## config.mk

```make
export PLATFORM = sky130hd
export DESIGN_NAME = uart_msg_sender_flat
export DESIGN_NICKNAME = d
export VERILOG_FILES = /design/src/rtl/uart_msg_pkg.sv /design/src/rtl/uart_msg_sender_if.sv /design/src/rtl/uart_msg_fifo.sv /design/src/rtl/uart_msg_sender.sv /design/src/flat_wrapper.sv
export SDC_FILE = /design/constraint.sdc
export NUM_CORES = 1
export LEC_CHECK = 0
export CORE_MARGIN = 5
export CORE_UTILIZATION = 50
export CTS_CLUSTER_DIAMETER = 60
export DETAILED_ROUTE_END_ITERATION = 16
export MAX_ROUTING_LAYER = met4
export PLACE_DENSITY_LB_ADDON = 0.1
export SKIP_LAST_GASP = 1
export SLEW_MARGIN = 40
export SYNTH_ARGS = -nofsm -noshare
export SYNTH_HDL_FRONTEND = slang
export SYNTH_HIERARCHICAL = 1
export SYNTH_SLANG_ARGS = --single-unit
export TNS_END_PERCENT = 20
```

## constraint.sdc

```tcl
create_clock -name sys_clk -period 8.41 [get_ports sys_clk]
set_input_delay 2.523 -clock sys_clk [delete_from_list [all_inputs] [get_ports sys_clk]]
set_output_delay 2.523 -clock sys_clk [all_outputs]
set_load 0.02 [all_outputs]
```

## src/rtl/uart_msg_pkg.sv

```systemverilog
// -----------------------------------------------------------------------------
// uart_msg_pkg
// Shared definitions for the UART message sender: FSM state encoding, the
// default message length, the drop counter width and a saturating add helper
// for that counter.
// No ports (package).
// -----------------------------------------------------------------------------
package uart_msg_pkg;

    typedef enum logic [1:0] {
        IDLE = 2'd0,
        MSG  = 2'd1,
        ECHO = 2'd2
    } state_t;

    localparam int MSG_BYTES_DEF = 21;
    localparam int DROP_W        = 8;

    // Adds 0..2 to the drop counter and sticks at all-ones instead of wrapping.
    function automatic logic [DROP_W-1:0] sat_add(input logic [DROP_W-1:0] a,
                                                  input logic [1:0]        inc);
        logic [DROP_W:0] sum;
        sum = {1'b0, a} + {{(DROP_W-1){1'b0}}, inc};
        return sum[DROP_W] ? {DROP_W{1'b1}} : sum[DROP_W-1:0];
    endfunction

endpackage

```

## src/rtl/uart_msg_sender_if.sv

```systemverilog
// -----------------------------------------------------------------------------
// uart_msg_sender_if
// Bundles the three streams around the message sender:
//   msg_data/msg_valid/msg_ready     message producer -> sender
//   echo_data/echo_valid             uart_rx echo bytes -> sender (no ready)
//   tx_data/tx_data_valid/tx_data_ready  sender -> uart_tx
// Handshake rule for both valid/ready pairs: a transfer happens on a rising
// sys_clk edge where valid && ready are both 1. Once a sender raises valid it
// keeps valid high and data stable until that transfer edge (reset excepted);
// ready may change freely and never depends on a future valid.
// echo_valid is a single-cycle strobe with no back-pressure.
// Modports: slave = the uart_msg_sender view, master = the environment view.
// -----------------------------------------------------------------------------
interface uart_msg_sender_if
    import uart_msg_pkg::*;
#(
    parameter int MSG_BYTES = MSG_BYTES_DEF
);
    logic [MSG_BYTES*8-1:0] msg_data;
    logic                   msg_valid;
    logic                   msg_ready;
    logic [7:0]             echo_data;
    logic                   echo_valid;
    logic [7:0]             tx_data;
    logic                   tx_data_valid;
    logic                   tx_data_ready;

    modport slave (
        input  msg_data, msg_valid, echo_data, echo_valid, tx_data_ready,
        output msg_ready, tx_data, tx_data_valid
    );

    modport master (
        output msg_data, msg_valid, echo_data, echo_valid, tx_data_ready,
        input  msg_ready, tx_data, tx_data_valid
    );
endinterface

```

## src/rtl/uart_msg_fifo.sv

```systemverilog
// -----------------------------------------------------------------------------
// uart_msg_fifo
// DEPTH-entry register FIFO holding whole messages.
// Ports:
//   sys_clk, sys_rst_n   clock, async active-low reset
//   push, push_data      write request and payload (ignored when full)
//   pop                  drop the head entry (ignored when empty)
//   head                 current head entry (valid when !empty)
//   count                occupancy, 0..DEPTH
//   full, empty          occupancy flags
// -----------------------------------------------------------------------------
module uart_msg_fifo
    import uart_msg_pkg::*;
#(
    parameter  int WIDTH = MSG_BYTES_DEF * 8,
    parameter  int DEPTH = 2,
    localparam int PTR_W = (DEPTH > 1) ? $clog2(DEPTH) : 1,
    localparam int CNT_W = PTR_W + 1
) (
    input  logic             sys_clk,
    input  logic             sys_rst_n,
    input  logic             push,
    input  logic [WIDTH-1:0] push_data,
    input  logic             pop,
    output logic [WIDTH-1:0] head,
    output logic [CNT_W-1:0] count,
    output logic             full,
    output logic             empty
);
    logic [WIDTH-1:0] mem [DEPTH];
    logic [PTR_W-1:0] wr_ptr;
    logic [PTR_W-1:0] rd_ptr;
    logic             do_push;
    logic             do_pop;

    assign full    = (count == CNT_W'(DEPTH));
    assign empty   = (count == '0);
    assign do_push = push && !full;
    assign do_pop  = pop && !empty;
    assign head    = mem[rd_ptr];

    // Payload storage carries no reset; count/pointers define what is valid.
    always_ff @(posedge sys_clk) begin
        if (do_push) begin
            mem[wr_ptr] <= push_data;
        end
    end

    // DEPTH is a power of two, so the pointers wrap by plain overflow.
    always_ff @(posedge sys_clk or negedge sys_rst_n) begin
        if (!sys_rst_n) begin
            wr_ptr <= '0;
            rd_ptr <= '0;
            count  <= '0;
        end else begin
            if (do_push) wr_ptr <= wr_ptr + 1'b1;
            if (do_pop)  rd_ptr <= rd_ptr + 1'b1;
            case ({do_push, do_pop})
                2'b10:   count <= count + 1'b1;
                2'b01:   count <= count - 1'b1;
                default: count <= count;
            endcase
        end
    end
endmodule

```

## src/rtl/uart_msg_sender.sv

```systemverilog
// -----------------------------------------------------------------------------
// uart_msg_sender
// Queues fixed-length messages and streams them byte-by-byte (leftmost char
// first) into uart_tx. Echo bytes from uart_rx are held in a one-byte register
// and sent only between messages, with priority over the next queued message.
// Ports:
//   sys_clk, sys_rst_n   clock, async active-low reset
//   bus (slave)          message, echo and uart_tx streams
//   busy                 FSM active, FIFO non-empty or echo byte pending
//   drop_cnt             saturating count of refused messages + echo bytes
//   fsm_state            current FSM state (observation only)
// -----------------------------------------------------------------------------
module uart_msg_sender
    import uart_msg_pkg::*;
#(
    parameter int MSG_BYTES = MSG_BYTES_DEF,
    parameter int DEPTH     = 2
) (
    input  logic                sys_clk,
    input  logic                sys_rst_n,
    uart_msg_sender_if.slave    bus,
    output logic                busy,
    output logic [DROP_W-1:0]   drop_cnt,
    output state_t              fsm_state
);
    localparam int IDX_W = (MSG_BYTES > 1) ? $clog2(MSG_BYTES) : 1;
    localparam int CNT_W = ((DEPTH > 1) ? $clog2(DEPTH) : 1) + 1;

    state_t                 state;
    state_t                 state_nxt;
    logic [IDX_W-1:0]       idx;
    logic [7:0]             echo_byte;
    logic                   echo_full;
    logic [MSG_BYTES*8-1:0] head;
    logic [CNT_W-1:0]       count;
    logic                   fifo_full;
    logic                   fifo_empty;

    logic tx_hs, msg_hs, echo_hs, last_byte;
    logic accept, drop_msg, echo_store, echo_drop;

    assign tx_hs     = bus.tx_data_valid && bus.tx_data_ready;
    assign msg_hs    = (state == MSG) && tx_hs;
    assign echo_hs   = (state == ECHO) && tx_hs;
    assign last_byte = (idx == IDX_W'(MSG_BYTES - 1));

    // msg_ready comes straight from the registered occupancy, so a push that
    // coincides with a pop on a full FIFO is still refused.
    assign bus.msg_ready = !fifo_full;
    assign accept        = bus.msg_valid && bus.msg_ready;
    assign drop_msg      = bus.msg_valid && !bus.msg_ready;

    // The held byte leaving on this edge frees the register for a new arrival.
    assign echo_store = bus.echo_valid && (!echo_full || echo_hs);
    assign echo_drop  = bus.echo_valid && echo_full && !echo_hs;

    assign busy      = (state != IDLE) || (count != '0) || echo_full;
    assign fsm_state = state;

    uart_msg_fifo #(
        .WIDTH (MSG_BYTES * 8),
        .DEPTH (DEPTH)
    ) u_fifo (
        .sys_clk   (sys_clk),
        .sys_rst_n (sys_rst_n),
        .push      (accept),
        .push_data (bus.msg_data),
        .pop       (msg_hs && last_byte),
        .head      (head),
        .count     (count),
        .full      (fifo_full),
        .empty     (fifo_empty)
    );

    // State register
    always_ff @(posedge sys_clk or negedge sys_rst_n) begin
        if (!sys_rst_n) state <= IDLE;
        else            state <= state_nxt;
    end

    // Next-state logic; a pending echo wins over the next message, but only
    // from IDLE, so a message is never split.
    always_comb begin
        state_nxt = state;
        case (state)
            IDLE: begin
                if (echo_full)        state_nxt = ECHO;
                else if (!fifo_empty) state_nxt = MSG;
            end
            MSG:     if (msg_hs && last_byte) state_nxt = IDLE;
            ECHO:    if (echo_hs)             state_nxt = IDLE;
            default: state_nxt = IDLE;
        endcase
    end

    // Output logic; data comes from registers that do not move until the
    // handshake, which keeps tx_data stable while valid is waiting.
    always_comb begin
        bus.tx_data_valid = 1'b0;
        bus.tx_data       = 8'h00;
        case (state)
            MSG: begin
                bus.tx_data_valid = 1'b1;
                bus.tx_data       = head[8*(MSG_BYTES-1-int'(idx)) +: 8];
            end
            ECHO: begin
                bus.tx_data_valid = 1'b1;
                bus.tx_data       = echo_byte;
            end
            default: ;
        endcase
    end

    // Byte index within the current message.
    always_ff @(posedge sys_clk or negedge sys_rst_n) begin
        if (!sys_rst_n)                 idx <= '0;
        else if (state == IDLE)         idx <= '0;
        else if (msg_hs && !last_byte)  idx <= idx + 1'b1;
    end

    // Echo holding register.
    always_ff @(posedge sys_clk or negedge sys_rst_n) begin
        if (!sys_rst_n) begin
            echo_byte <= 8'h00;
            echo_full <= 1'b0;
        end else begin
            if (echo_store) begin
                echo_byte <= bus.echo_data;
                echo_full <= 1'b1;
            end else if (echo_hs) begin
                echo_full <= 1'b0;
            end
        end
    end

    // Drop counter; a message drop and an echo drop on one edge add 2.
    always_ff @(posedge sys_clk or negedge sys_rst_n) begin
        if (!sys_rst_n) drop_cnt <= '0;
        else            drop_cnt <= sat_add(drop_cnt, 2'(drop_msg) + 2'(echo_drop));
    end
endmodule

```

## src/flat_wrapper.sv

```systemverilog
// flat-port wrapper written by rule: the top's interface ports become plain ports
module uart_msg_sender_flat import uart_msg_pkg::*;
#(
    parameter int MSG_BYTES = MSG_BYTES_DEF,
    parameter int DEPTH     = 2
)
  (sys_clk, sys_rst_n, busy, drop_cnt, fsm_state, bus_msg_data, bus_msg_valid, bus_echo_data, bus_echo_valid, bus_tx_data_ready, bus_msg_ready, bus_tx_data, bus_tx_data_valid);
  uart_msg_sender_if #(.MSG_BYTES(MSG_BYTES)) bus_i ();
  input  logic sys_clk;
  input  logic sys_rst_n;
  output logic busy;
  output logic [DROP_W-1:0] drop_cnt;
  output state_t fsm_state;
  input wire logic [$bits(bus_i.msg_data)-1:0] bus_msg_data;
  input wire logic [$bits(bus_i.msg_valid)-1:0] bus_msg_valid;
  input wire logic [$bits(bus_i.echo_data)-1:0] bus_echo_data;
  input wire logic [$bits(bus_i.echo_valid)-1:0] bus_echo_valid;
  input wire logic [$bits(bus_i.tx_data_ready)-1:0] bus_tx_data_ready;
  output wire logic [$bits(bus_i.msg_ready)-1:0] bus_msg_ready;
  output wire logic [$bits(bus_i.tx_data)-1:0] bus_tx_data;
  output wire logic [$bits(bus_i.tx_data_valid)-1:0] bus_tx_data_valid;
  assign bus_i.msg_data = bus_msg_data;
  assign bus_i.msg_valid = bus_msg_valid;
  assign bus_i.echo_data = bus_echo_data;
  assign bus_i.echo_valid = bus_echo_valid;
  assign bus_i.tx_data_ready = bus_tx_data_ready;
  assign bus_msg_ready = bus_i.msg_ready;
  assign bus_tx_data = bus_i.tx_data;
  assign bus_tx_data_valid = bus_i.tx_data_valid;
  uart_msg_sender #(.MSG_BYTES(MSG_BYTES), .DEPTH(DEPTH)) u_core (.sys_clk(sys_clk), .sys_rst_n(sys_rst_n), .bus(bus_i), .busy(busy), .drop_cnt(drop_cnt), .fsm_state(fsm_state));
endmodule
```

==> results of run 1 <==
-- per-layer routing --
layer / global-route usage / share of wire / vias to the layer above / wire length (um)
li1: - / - / 3577 / -
met1: 0.250 / 0.44 / 3943 / 13600
met2: 0.295 / 0.50 / 204 / 15400
met3: 0.0319 / 0.048 / 39 / 1510
met4: 0.0414 / 0.017 / 0 / 529
met5: - / 0 / - / 0
-- area by class of cell --
type | instances | area [um2] | area share
Multi-Input combinational cell | 382 | 4400 | 0.230
Sequential cell | 364 | 10800 | 0.566
Tap cell | 396 | 495 | 0.0260
Clock buffer | 51 | 1060 | 0.0557
Timing Repair Buffer | 212 | 2160 | 0.113
Antenna cell | 2 | 5.00 | 0.000262
Clock inverter | 19 | 144 | 0.00754
Inverter | 9 | 33.8 | 0.00177
-- metrics by stage --
step                power (mW)  instances  area, um2  utilization
finish                    5.91       1435      19100        0.624
global placement          4.32       1361      17800        0.582
detailed placement        4.38       1363      17900        0.584
global route              6.18       1435      19100        0.624
CTS                       5.99       1433      19100        0.624
floorplan                 3.85        790      15500            -
-- worst max-delay path: cells and delay by family, from the launching register on --
family	cells	cell delay (ns)
AOI/OAI and AO/OA	2	0.77
buffers and inverters	4	1.29
DFF	1	0.56
adders and majority gates	1	0.73
muxes	1	0.33
and+or+nand+nor	2	0.16
-- state kept, by name, summed over array words and instances, names as in the netlist --
name	cells
u_core/drop_cnt	8
u_core/echo_full	1
u_core/u_fifo/mem	336
u_core/u_fifo/wr_ptr	1
u_core/u_fifo/rd_ptr	1
u_core/fsm_state	2
u_core/idx	5
u_core/u_fifo/count	2
u_core/echo_byte	8
-- final timing paths --
| kind | end | cells past startpoint | startpoint | slack, ns |
|---|---|---|---|---|
| worst max-delay path | bus_tx_data[3] | 10 | u_core/idx[0]$_DFFE_PN0P_ | 1.50 |
| worst min-delay path | u_core/echo_byte[5]$_DFFE_PN0P_ | 1 | u_core/echo_byte[5]$_DFFE_PN0P_ | 0.53 |
| worst max register to register | u_core/drop_cnt[1]$_DFF_PN0_ | 12 | u_core/fsm_state[1]$_DFFE_PN0P_ | 5.39 |
| worst min register to register | u_core/echo_byte[5]$_DFFE_PN0P_ | 1 | u_core/echo_byte[5]$_DFFE_PN0P_ | 0.53 |
| max in group asynchronous | u_core/idx[0]$_DFFE_PN0P_ | 2 | sys_rst_n | 5.71 |
| min in group asynchronous | u_core/u_fifo/count[0]$_DFFE_PN0P_ | 2 | sys_rst_n | 2.40 |
-- logic make-up (layout without fill, tap and decap cells) --
kind of cell / count (synthesis) / count (layout)
AND/OR/NAND/NOR: 99 / 99
flip-flops: 364 / 364
buffers and inverters: 44 / 291
other: 0 / 2
multiplexers: 218 / 218
adder cells (fa/ha/maj): 8 / 8
XOR/XNOR: 19 / 19
AO/OA/AOI/OAI: 38 / 38
-- power groups by stage --
stage | clock network, mW | registers [mW] | logic [mW]
5_1_grt | 1.71 | 2.67 | 1.80
2_1_floorplan | 0 | 2.71 | 1.14
4_1_cts | 1.64 | 2.63 | 1.72
3_3_place_gp | 0 | 2.68 | 1.64
3_5_place_dp | 0 | 2.67 | 1.71
6_report | 1.60 | 2.63 | 1.69
-- cells in the final DEF, fill, tap and decap left out, types with 5 or more instances in the layout --
cell type,n
clkdlybuf4s50_1,201
a31oi_1,7
mux2_2,76
and3_1,5
a221o_1,7
inv_1,9
ha_1,6
mux2_4,101
dfrtp_1,26
edfxtp_1,336
clkbuf_1,10
xnor2_1,10
mux4_2,34
mux4_1,6
nand3_1,10
nand2_1,49
nor2_1,13
a32o_1,7
clkbuf_16,41
xor2_1,6
clkinv_1,6
clkinv_2,9
nand2b_1,7
==> results by group, run 1 <==
Floorplanning
  • Area of the die: between 0.03 and 0.04 mm2
  • Die width: 186 um
  • Site Rows: 64
  • Core ar.: 0.0306 mm2
  • Die H: approximately 190 um
  • I/O pin total: ~200
  • Initial Util: 0.505

Route
  • Drt first-iter violations: around 580
  • WL/cell: 21.6 um
  • Antenna Nets Post-Route: 0
  • Pre-Repair DR Iteration Count: 5
  • DR DRC count: 0
  • Vias: 7,763
  • Drt total wl: 31.1 mm
  • Vias per cell: approximately 5.4

Setup path
  • Slowest library cell on the worst path: clkdlybuf4s50_1
  • Worst Setup Start Kind: register
  • Crit-path cells: buf_12 -> buf_12 -> inv_1 -> ha_4 -> mux4_2 -> nand2_1 -> nand2_1 -> a21boi_0 -> o41ai_1 -> clkdlybuf4s50_1
  • Worst Path Arrival: around 4.4 ns
  • Worst setup EP type: output port
  • Critical path type: register to output port
  • CP max stage delay: 0.74 ns
  • CP required: 5.89 ns
  • Crit path max fanout: 43

Pwr
  • Clock power share: 0.270
  • Switch share: 0.278
  • Switching power: 1.64 mW
  • Leakage power: approximately 6.6 nW
  • Peak supply drop: 0.163 mV
  • Comb power frac: 0.285
  • Reg power frac: 0.444
  • Pwr per Cell Area: 310 mW/mm2
  • Power Internal: 4.27 mW

Global routing
  • Total grt overflow: 0
  • Vias in the first global route: a little over 8,000
  • First-pass GRT wire length: 46.7 mm
  • Total global-route track usage: 0.184
  • Initial antenna violation count: 2
  • Largest net degree at the start of global routing: 97

Yosys
  • Synth Area in XOR/XNOR: 0.0112
  • Simple-Gate Fraction of Synth Area: 0.0295
  • Synth Flop Type: edfxtp_1
  • Count leader, synth: edfxtp_1
  • Largest family of logic cells by synthesized area: multiplexers
  • Synth warn: 6
  • Synth Area in Compound Gates: 0.0199
  • Synth Register Bits: 364
  • Synth cell count leaders: 336 x edfxtp_1, 101 x mux2_4, 76 x mux2_2
  • Post-synthesis mux area share: 0.214
  • Register area share after synthesis: 0.698
  • Post-synth ARST share: 0.0769
  • Adder-Cell Fraction of Synth Area: 0.00696
  • Number of synthesized flops with an enable pin: 336
  • Syn Std Cell Area: 0.0155 mm2
  • Mapped Cells: 790
  • Mean Syn Cell Area: 19.6 um2
  • Cell taking the most area after synthesis: edfxtp_1
  • Synth unique cells: 45
  • Synth top area cells: edfxtp_1 65%, mux2_4 9.8%, mux2_2 5.5%, mux4_2 5.0%, dfrtp_1 4.5%
  • Syn Nets: 979
  • Top cell type's share of synthesized area: 0.653

CTS
  • CTS sink count: roughly 360
  • Root Buffer: clkbuf_16
  • Hold_buf cts: 0
  • Bufs on Longest Clock Path: 3
  • CTS clk-pin slew, worst paths: 0.06 ns
  • H-tree Lvls: 2
  • TritonCTS clock tree: done
  • Post-CTS Setup Inserts: 0
  • Clock Latency Late Sink: 0.51 ns
  • TritonCTS buffer count: 39
  • Post-CTS Resized: 0

Worst hold path
  • Hold Crit Class: register to register

Run
  • Max Cap Viol: 0

STA
  • Hold Slack: 0.526 ns
  • Slew @ Worst Pin: around 0.82 ns
  • Final Hold Viols: 0
  • RSZ-0062 raised after global routing: no
  • Clk_skew: between 0.007 and 0.008 ns
  • Fin. max-slew vios: 0
  • Final TNS setup: 0 ns
  • Setup ws final: 1.50 ns
  • Final period utilization: 0.821
  • Final setup fails: 0
  • Slew headroom: 0.449
  • Fmax: around 140 MHz
  • Tmin final: 6.91 ns

Final layout
  • Share of layout cells above drive strength 1: 0.277
  • Area growth syn-to-layout: 23.5%
  • Fillers: ~2,200
  • Layout Nets: between 1,000 and 1,500

Placement
  • DP HPWL: 21.0 mm
  • IO buf count: 201
  • Dpl ws: approximately 2.1 ns
  • Gp weighted congestion: 0.839

Status
  • Status: finished clean
Power figures use the tool's default switching activity.
==> run 2: changes to the inputs <==
--- a/config.mk
+++ b/config.mk
@@ -6,7 +6,7 @@
 export NUM_CORES = 1
 export LEC_CHECK = 0
 export CORE_MARGIN = 5
-export CORE_UTILIZATION = 50
+export CORE_UTILIZATION = 55
 export CTS_CLUSTER_DIAMETER = 60
 export DETAILED_ROUTE_END_ITERATION = 16
 export MAX_ROUTING_LAYER = met4
==> constraint.sdc (replaced) <==
create_clock -name sys_clk -period 6.86 [get_ports sys_clk]
set_input_delay 2.058 -clock sys_clk [delete_from_list [all_inputs] [get_ports sys_clk]]
set_output_delay 2.058 -clock sys_clk [all_outputs]
set_load 0.02 [all_outputs]
==> results by group, run 2 (synthesis results as in run 1) <==
Placement
  • DP HPWL: 20.3 mm (-3.2%)
  • IO buf count: 201 (unchanged)
  • Gp weighted congestion: 0.833 (-0.74%)

Pwr
  • Clock power share: 0.294 (+0.024)
  • Leakage power: 6.65 nW (+1.3%)
  • Comb power frac: 0.275 (-0.010)
  • Pwr per Cell Area: 389 mW/mm2 (+26%)
  • Switch share: 0.272 (-0.00597)
  • Reg power frac: 0.431 (-0.013)
  • Peak supply drop: 0.260 mV (+59%)
  • Power Internal: 5.45 mW (+28%)
  • Switching power: 2.04 mW (+24%)

Setup path
  • Crit path max fanout: 42 (-2.3%)
  • CP required: 4.80 ns (-1.09 ns)
  • Worst Setup Start Kind: register
  • Worst setup EP type: output port
  • Critical path type: register to output port
  • Worst Path Arrival: 3.92 ns (-0.47 ns)
  • R2R depth: 12 (unchanged)

CTS
  • TritonCTS clock tree: done
  • CTS sink count: 364 (unchanged)
  • Clock Latency Late Sink: 0.51 ns (about the same)
  • CTS clk-pin slew, worst paths: 0.06 ns (about the same)
  • H-tree Lvls: 2 (unchanged)
  • Post-CTS Setup Inserts: 0 (unchanged)
  • Bufs on Longest Clock Path: 3 (unchanged)
  • Root Buffer: clkbuf_16
  • TritonCTS buffer count: 40 (+2.6%)
  • Post-CTS Resized: 0 (unchanged)
  • Hold_buf cts: 0 (unchanged)

STA
  • Final TNS setup: 0 ns (unchanged)
  • Clk_skew: 0.00704 ns (-0.000899 ns)
  • Final Hold Viols: 0 (unchanged)
  • Final setup fails: 0 (unchanged)
  • Slew @ Worst Pin: 0.697 ns (-0.126 ns)
  • RSZ-0062 raised after global routing: no
  • Tmin final: 5.97 ns
  • Slew headroom: 0.535 (+0.0867)
  • Fmax: 167 MHz
  • Fin. max-slew vios: 0 (unchanged)
  • Final period utilization: 0.871

Route
  • Pre-Repair DR Iteration Count: 5 (unchanged)
  • Drt total wl: 30.7 mm (-1.2%)
  • DR DRC count: 0 (unchanged)
  • Vias: 7,750 (-0.17%)
  • WL/cell: 21.6 um (-0.22%)
  • Antenna Nets Post-Route: 0 (unchanged)
  • Vias per cell: 5.45 (+0.82%)
  • Drt first-iter violations: 520 (-10%)

Global routing
  • Total grt overflow: 0 (unchanged)
  • Vias in the first global route: 8,111 (-1.3%)
  • First-pass GRT wire length: 46.3 mm (-0.96%)
  • Total global-route track usage: 0.200 (+0.0159)
  • Largest net degree at the start of global routing: 91 (-6.2%)
  • Initial antenna violation count: 4 (+2)

Final layout
  • Leading cell type in the layout, fill and taps excluded: edfxtp_1
  • Most frequent cells in the layout: 336 x edfxtp_1, 201 x clkdlybuf4s50_1, 101 x mux2_4, 76 x mux2_2, 49 x nand2_1
  • Sequential standard cell area: 0.0108 mm2 (unchanged)
  • Fin util: 0.693 (+0.0685)
  • Fillers: 1,857 (-17%)
  • Most flop-heavy register: u_core/u_fifo/mem
  • Layout Nets: 1,201 (+0.33%)
  • Top flop regs: u_core/u_fifo/mem (336), u_core/drop_cnt (8), u_core/echo_byte (8)
  • Max reg flops: 336 (unchanged)
  • Multi-input gate area: 0.00440 mm2 (unchanged)
  • Share of layout cells above drive strength 1: 0.282 (+0.00524)
  • Area growth syn-to-layout: 24.5%

Floorplanning
  • Core ar.: 0.0278 mm2 (-9.2%)
  • I/O pin total: 202 (unchanged)
  • Die width: 178 um (-4.4%)
  • Area of the die: 0.0316 mm2 (-8.6%)
  • Initial Util: 0.557 (+0.0511)
  • Die H: 178 um (-4.4%)
  • Site Rows: 61 (-4.7%)

Run
  • Max Cap Viol: 0 (unchanged)

Worst hold path
  • Hold Crit Class: register to register
  • Worst hold path stage count: 1 (unchanged)

Status
  • Status: finished clean
[run 2: cell types whose count changed in the layout (fill, tap and decap cells not counted), moves of 2 or more]
cell       change
buf_6          -2
clkbuf_1       -3
diode_2        +2
buf_4          +5
bufinv_16      +6
clkinv_2       -4
[run 2: worst paths after layout]
kind,start,to,slack [ns]
worst max-delay path,u_core/u_fifo/rd_ptr$_DFFE_PN0P_,bus_tx_data[3],0.89
worst min-delay path,u_core/echo_byte[7]$_DFFE_PN0P_,u_core/echo_byte[7]$_DFFE_PN0P_,0.51
worst max register to register,u_core/fsm_state[1]$_DFFE_PN0P_,u_core/drop_cnt[4]$_DFF_PN0_,3.77
worst min register to register,u_core/echo_byte[7]$_DFFE_PN0P_,u_core/echo_byte[7]$_DFFE_PN0P_,0.51
max in group asynchronous,sys_rst_n,u_core/idx[0]$_DFFE_PN0P_,4.61
min in group asynchronous,sys_rst_n,u_core/u_fifo/count[1]$_DFFE_PN0P_,1.94
[run 2: worst max-delay path, stage by stage (launching register included)]
cell and delay, ns:
dfrtp_4 0.88, buf_4 0.42, mux2_4 0.21, mux4_2 0.22
nand2_1 0.06, nand2_1 0.10, a21boi_0 0.11, o41ai_1 0.65
clkdlybuf4s50_1 0.72
[run 2: per-stage QoR]
step / hold slack [ns] / worst slack [ns] / instance area [um2] / cells / total power, mW
2_1_floorplan: 0.478 / 0.205 / 15500 / 790 / 4.71
3_3_place_gp: 0.495 / 1.32 / 17800 / 1348 / 5.31
3_5_place_dp: 0.500 / 1.48 / 17900 / 1348 / 5.36
4_1_cts: 0.512 / 0.905 / 19200 / 1417 / 7.58
5_1_grt: 0.525 / 0.772 / 19200 / 1421 / 7.82
6_report: 0.512 / 0.885 / 19200 / 1421 / 7.49
[run 2: power by group through the flow]
stage                     combinational (mW)  sequential, mW  clock [mW]
after CTS                               2.09            3.24        2.25
after floorplan                         1.40            3.31           0
after global placement                  2.06            3.25           0
after detailed placement                2.09            3.28           0
final                                   2.06            3.23        2.20
after global routing                    2.20            3.28        2.34
[run 2: cell type report]
class / count / share of cell area
clock inverter: 21 / 0.0161
clock buffer: 48 / 0.0547
inverter: 9 / 0.00176
multi-input combinational: 382 / 0.228
antenna: 4 / 0.000520
timing repair buffer: 215 / 0.113
tap: 378 / 0.0246
sequential: 364 / 0.561
[run 2: per-layer routing]
metal,GRT usage,share of wire
met5,-,0
met2,0.311,0.49
met1,0.278,0.44
met4,0.0419,0.015
met3,0.0426,0.063
==> run 3: changes to the inputs <==
--- a/config.mk
+++ b/config.mk
@@ -9,6 +9,8 @@
 export CORE_UTILIZATION = 55
 export CTS_CLUSTER_DIAMETER = 60
 export DETAILED_ROUTE_END_ITERATION = 16
+export DONT_BUFFER_PORTS = 1
+export GPL_ROUTABILITY_DRIVEN = 1
 export MAX_ROUTING_LAYER = met4
 export PLACE_DENSITY_LB_ADDON = 0.1
 export SKIP_LAST_GASP = 1
==> results by group, run 3 (synthesis results as in run 1) <==
STA
  • Final setup fails: 0 (unchanged)
  • Fin. max-slew vios: 0 (unchanged)
  • RSZ-0062 raised after global routing: no
  • Final period utilization: 0.822 (-0.0493)
  • Slew headroom: 0.473 (-0.0622)
  • Final Hold Viols: 0 (unchanged)
  • Tmin final: 5.64 ns (-0.338 ns)
  • Clk_skew: 0.0113 ns (+0.00423 ns)
  • Setup ws final: 1.22 ns (+0.338 ns)
  • Slew @ Worst Pin: 0.790 ns (+0.0933 ns)
  • Final TNS setup: 0 ns (unchanged)
  • Fmax: 177 MHz (+6.0%)

Setup path
  • Critical path type: register to output port
  • Crit path max fanout: 25 (-40%)
  • Worst Path Arrival: 3.58 ns (-0.34 ns)
  • Worst setup EP type: output port
  • Worst Setup Start Kind: register
  • CP required: 4.80 ns (about the same)

Pwr
  • Overall power: 7.00 mW (-6.5%)
  • Pwr per Cell Area: 410 mW/mm2 (+5.2%)
  • Leakage power: 5.79 nW (-13%)
  • Peak supply drop: 0.256 mV (-1.4%)

CTS
  • Post-CTS Setup Inserts: 0 (unchanged)
  • Post-CTS Resized: 0 (unchanged)
  • TritonCTS buffer count: 40 (unchanged)
  • CTS clk-pin slew, worst paths: 0.06 ns (about the same)
  • TritonCTS clock tree: done
  • Root Buffer: clkbuf_16
  • Hold_buf cts: 0 (unchanged)
  • H-tree Lvls: 2 (unchanged)
  • Bufs on Longest Clock Path: 3 (unchanged)
  • Clock Latency Late Sink: 0.53 ns (+0.02 ns)
  • CTS sink count: 364 (unchanged)

Final layout
  • Fillers: 2,055 (+11%)
  • Final Cell Area: 0.0171 mm2 (-11%)
  • Area growth syn-to-layout: 10.5%
  • Most flop-heavy register: u_core/u_fifo/mem
  • Max reg flops: 336 (unchanged)
  • Layout Nets: 997 (-17%)
  • Top flop regs: u_core/u_fifo/mem (336), u_core/drop_cnt (8), u_core/echo_byte (8)
  • Leading cell type in the layout, fill and taps excluded: edfxtp_1
  • Most frequent cells in the layout: 336 x edfxtp_1, 101 x mux2_4, 76 x mux2_2, 49 x nand2_1, 41 x clkbuf_16
  • Share of layout cells above drive strength 1: 0.345 (+0.0629)

Global routing
  • First-pass GRT wire length: 45.5 mm (-1.6%)
  • Initial antenna violation count: 1 (-3)
  • Largest net degree at the start of global routing: 86 (-5.5%)
  • Vias in the first global route: 7,877 (-2.9%)
  • Total grt overflow: 0 (unchanged)
  • Total global-route track usage: 0.198 (-0.00160)

Floorplanning
  • Die width: 178 um (unchanged)
  • Core ar.: 0.0278 mm2 (unchanged)
  • Area of the die: 0.0316 mm2 (unchanged)
  • Site Rows: 61 (unchanged)
  • Die H: 178 um (unchanged)
  • I/O pin total: 202 (unchanged)
  • Initial Util: 0.557 (unchanged)

Placement
  • Placement Cell Area: 0.0159 mm2 (-11%)
  • IO buf count: 0 (-100%)
  • Gp weighted congestion: 0.848 (+1.8%)
  • DP HPWL: 19.9 mm (-1.8%)
  • Dpl ws: 1.78 ns (+0.301 ns)

Status
  • Status: finished clean

Run
  • Max Cap Viol: 0 (unchanged)

Route
  • Vias per cell: 5.73 (+5.1%)
  • Antenna Nets Post-Route: 0 (unchanged)
  • WL/cell: 24.6 um (+14%)
  • Pre-Repair DR Iteration Count: 4 (-1)
  • Drt total wl: 29.9 mm (-2.7%)
  • Vias: 6,960 (-10%)
  • DR DRC count: 0 (unchanged)
  • Drt first-iter violations: 454 (-13%)

Worst hold path
  • Hold Crit Class: register to register
-- run 3: cell types whose count changed in the layout (fill, tap and decap cells not counted), moves of 3 or more --
cell	delta
clkdlybuf4s50_1	-201
buf_4	-7
clkbuf_1	+3
diode_2	-3
bufinv_16	-8
-- run 3: critical path, cell delays in order, from the launching register on --
cell	delay, ns
dfrtp_1	0.48
inv_1	0.08
ha_2	0.86
buf_4	0.43
mux4_2	0.29
nand2_1	0.08
a31oi_1	0.43
a32o_1	0.41
-- run 3: final timing paths --
check / from / to / slack (ns) / depth (start not counted)
worst min register to register: u_core/echo_byte[1]$_DFFE_PN0P_ / u_core/echo_byte[1]$_DFFE_PN0P_ / 0.51 / 1
worst max register to register: u_core/fsm_state[1]$_DFFE_PN0P_ / u_core/drop_cnt[0]$_DFF_PN0_ / 3.45 / 12
worst min-delay path: u_core/echo_byte[1]$_DFFE_PN0P_ / u_core/echo_byte[1]$_DFFE_PN0P_ / 0.51 / 1
max in group asynchronous: sys_rst_n / u_core/idx[0]$_DFFE_PN0P_ / 5.54 / 0
worst max-delay path: u_core/idx[1]$_DFFE_PN0P_ / bus_tx_data[5] / 1.22 / 7
min in group asynchronous: sys_rst_n / u_core/echo_byte[4]$_DFFE_PN0P_ / 1.23 / 0
-- run 3: routing by layer --
metal | GRT usage | wire length, um
met1 | 0.236 | 11200
met2 | 0.317 | 14800
met3 | 0.0797 | 3260
met4 | 0.0558 | 666
met5 | - | 0
-- run 3: final cells by class --
type,instances,area [um2],area share
tap,378,473,0.0277
clock inverter,16,91.3,0.00535
antenna,1,2.50,0.000146
inverter,9,33.8,0.00198
clock buffer,53,1090,0.0639
sequential,364,10800,0.632
timing repair buffer,11,201,0.0118
multi-input combinational,382,4400,0.257
-- run 3: where the power goes --
group | internal [mW] | leakage [nW] | switching, mW
Combinational | 0.847 | 1.76 | 0.978
Clock | 1.12 | 0.579 | 0.802
Sequential | 3.06 | 3.44 | 0.202
Total | 5.02 | 5.79 | 1.98
-- run 3: per-stage QoR --
stage | hold slack [ns] | cells | utilization
after floorplan | 0.478 | 790 | -
after global placement | 0.502 | 1141 | 0.569
after detailed placement | 0.502 | 1143 | 0.572
after CTS | 0.518 | 1212 | 0.614
after global routing | 0.534 | 1214 | 0.615
final | 0.513 | 1214 | 0.615
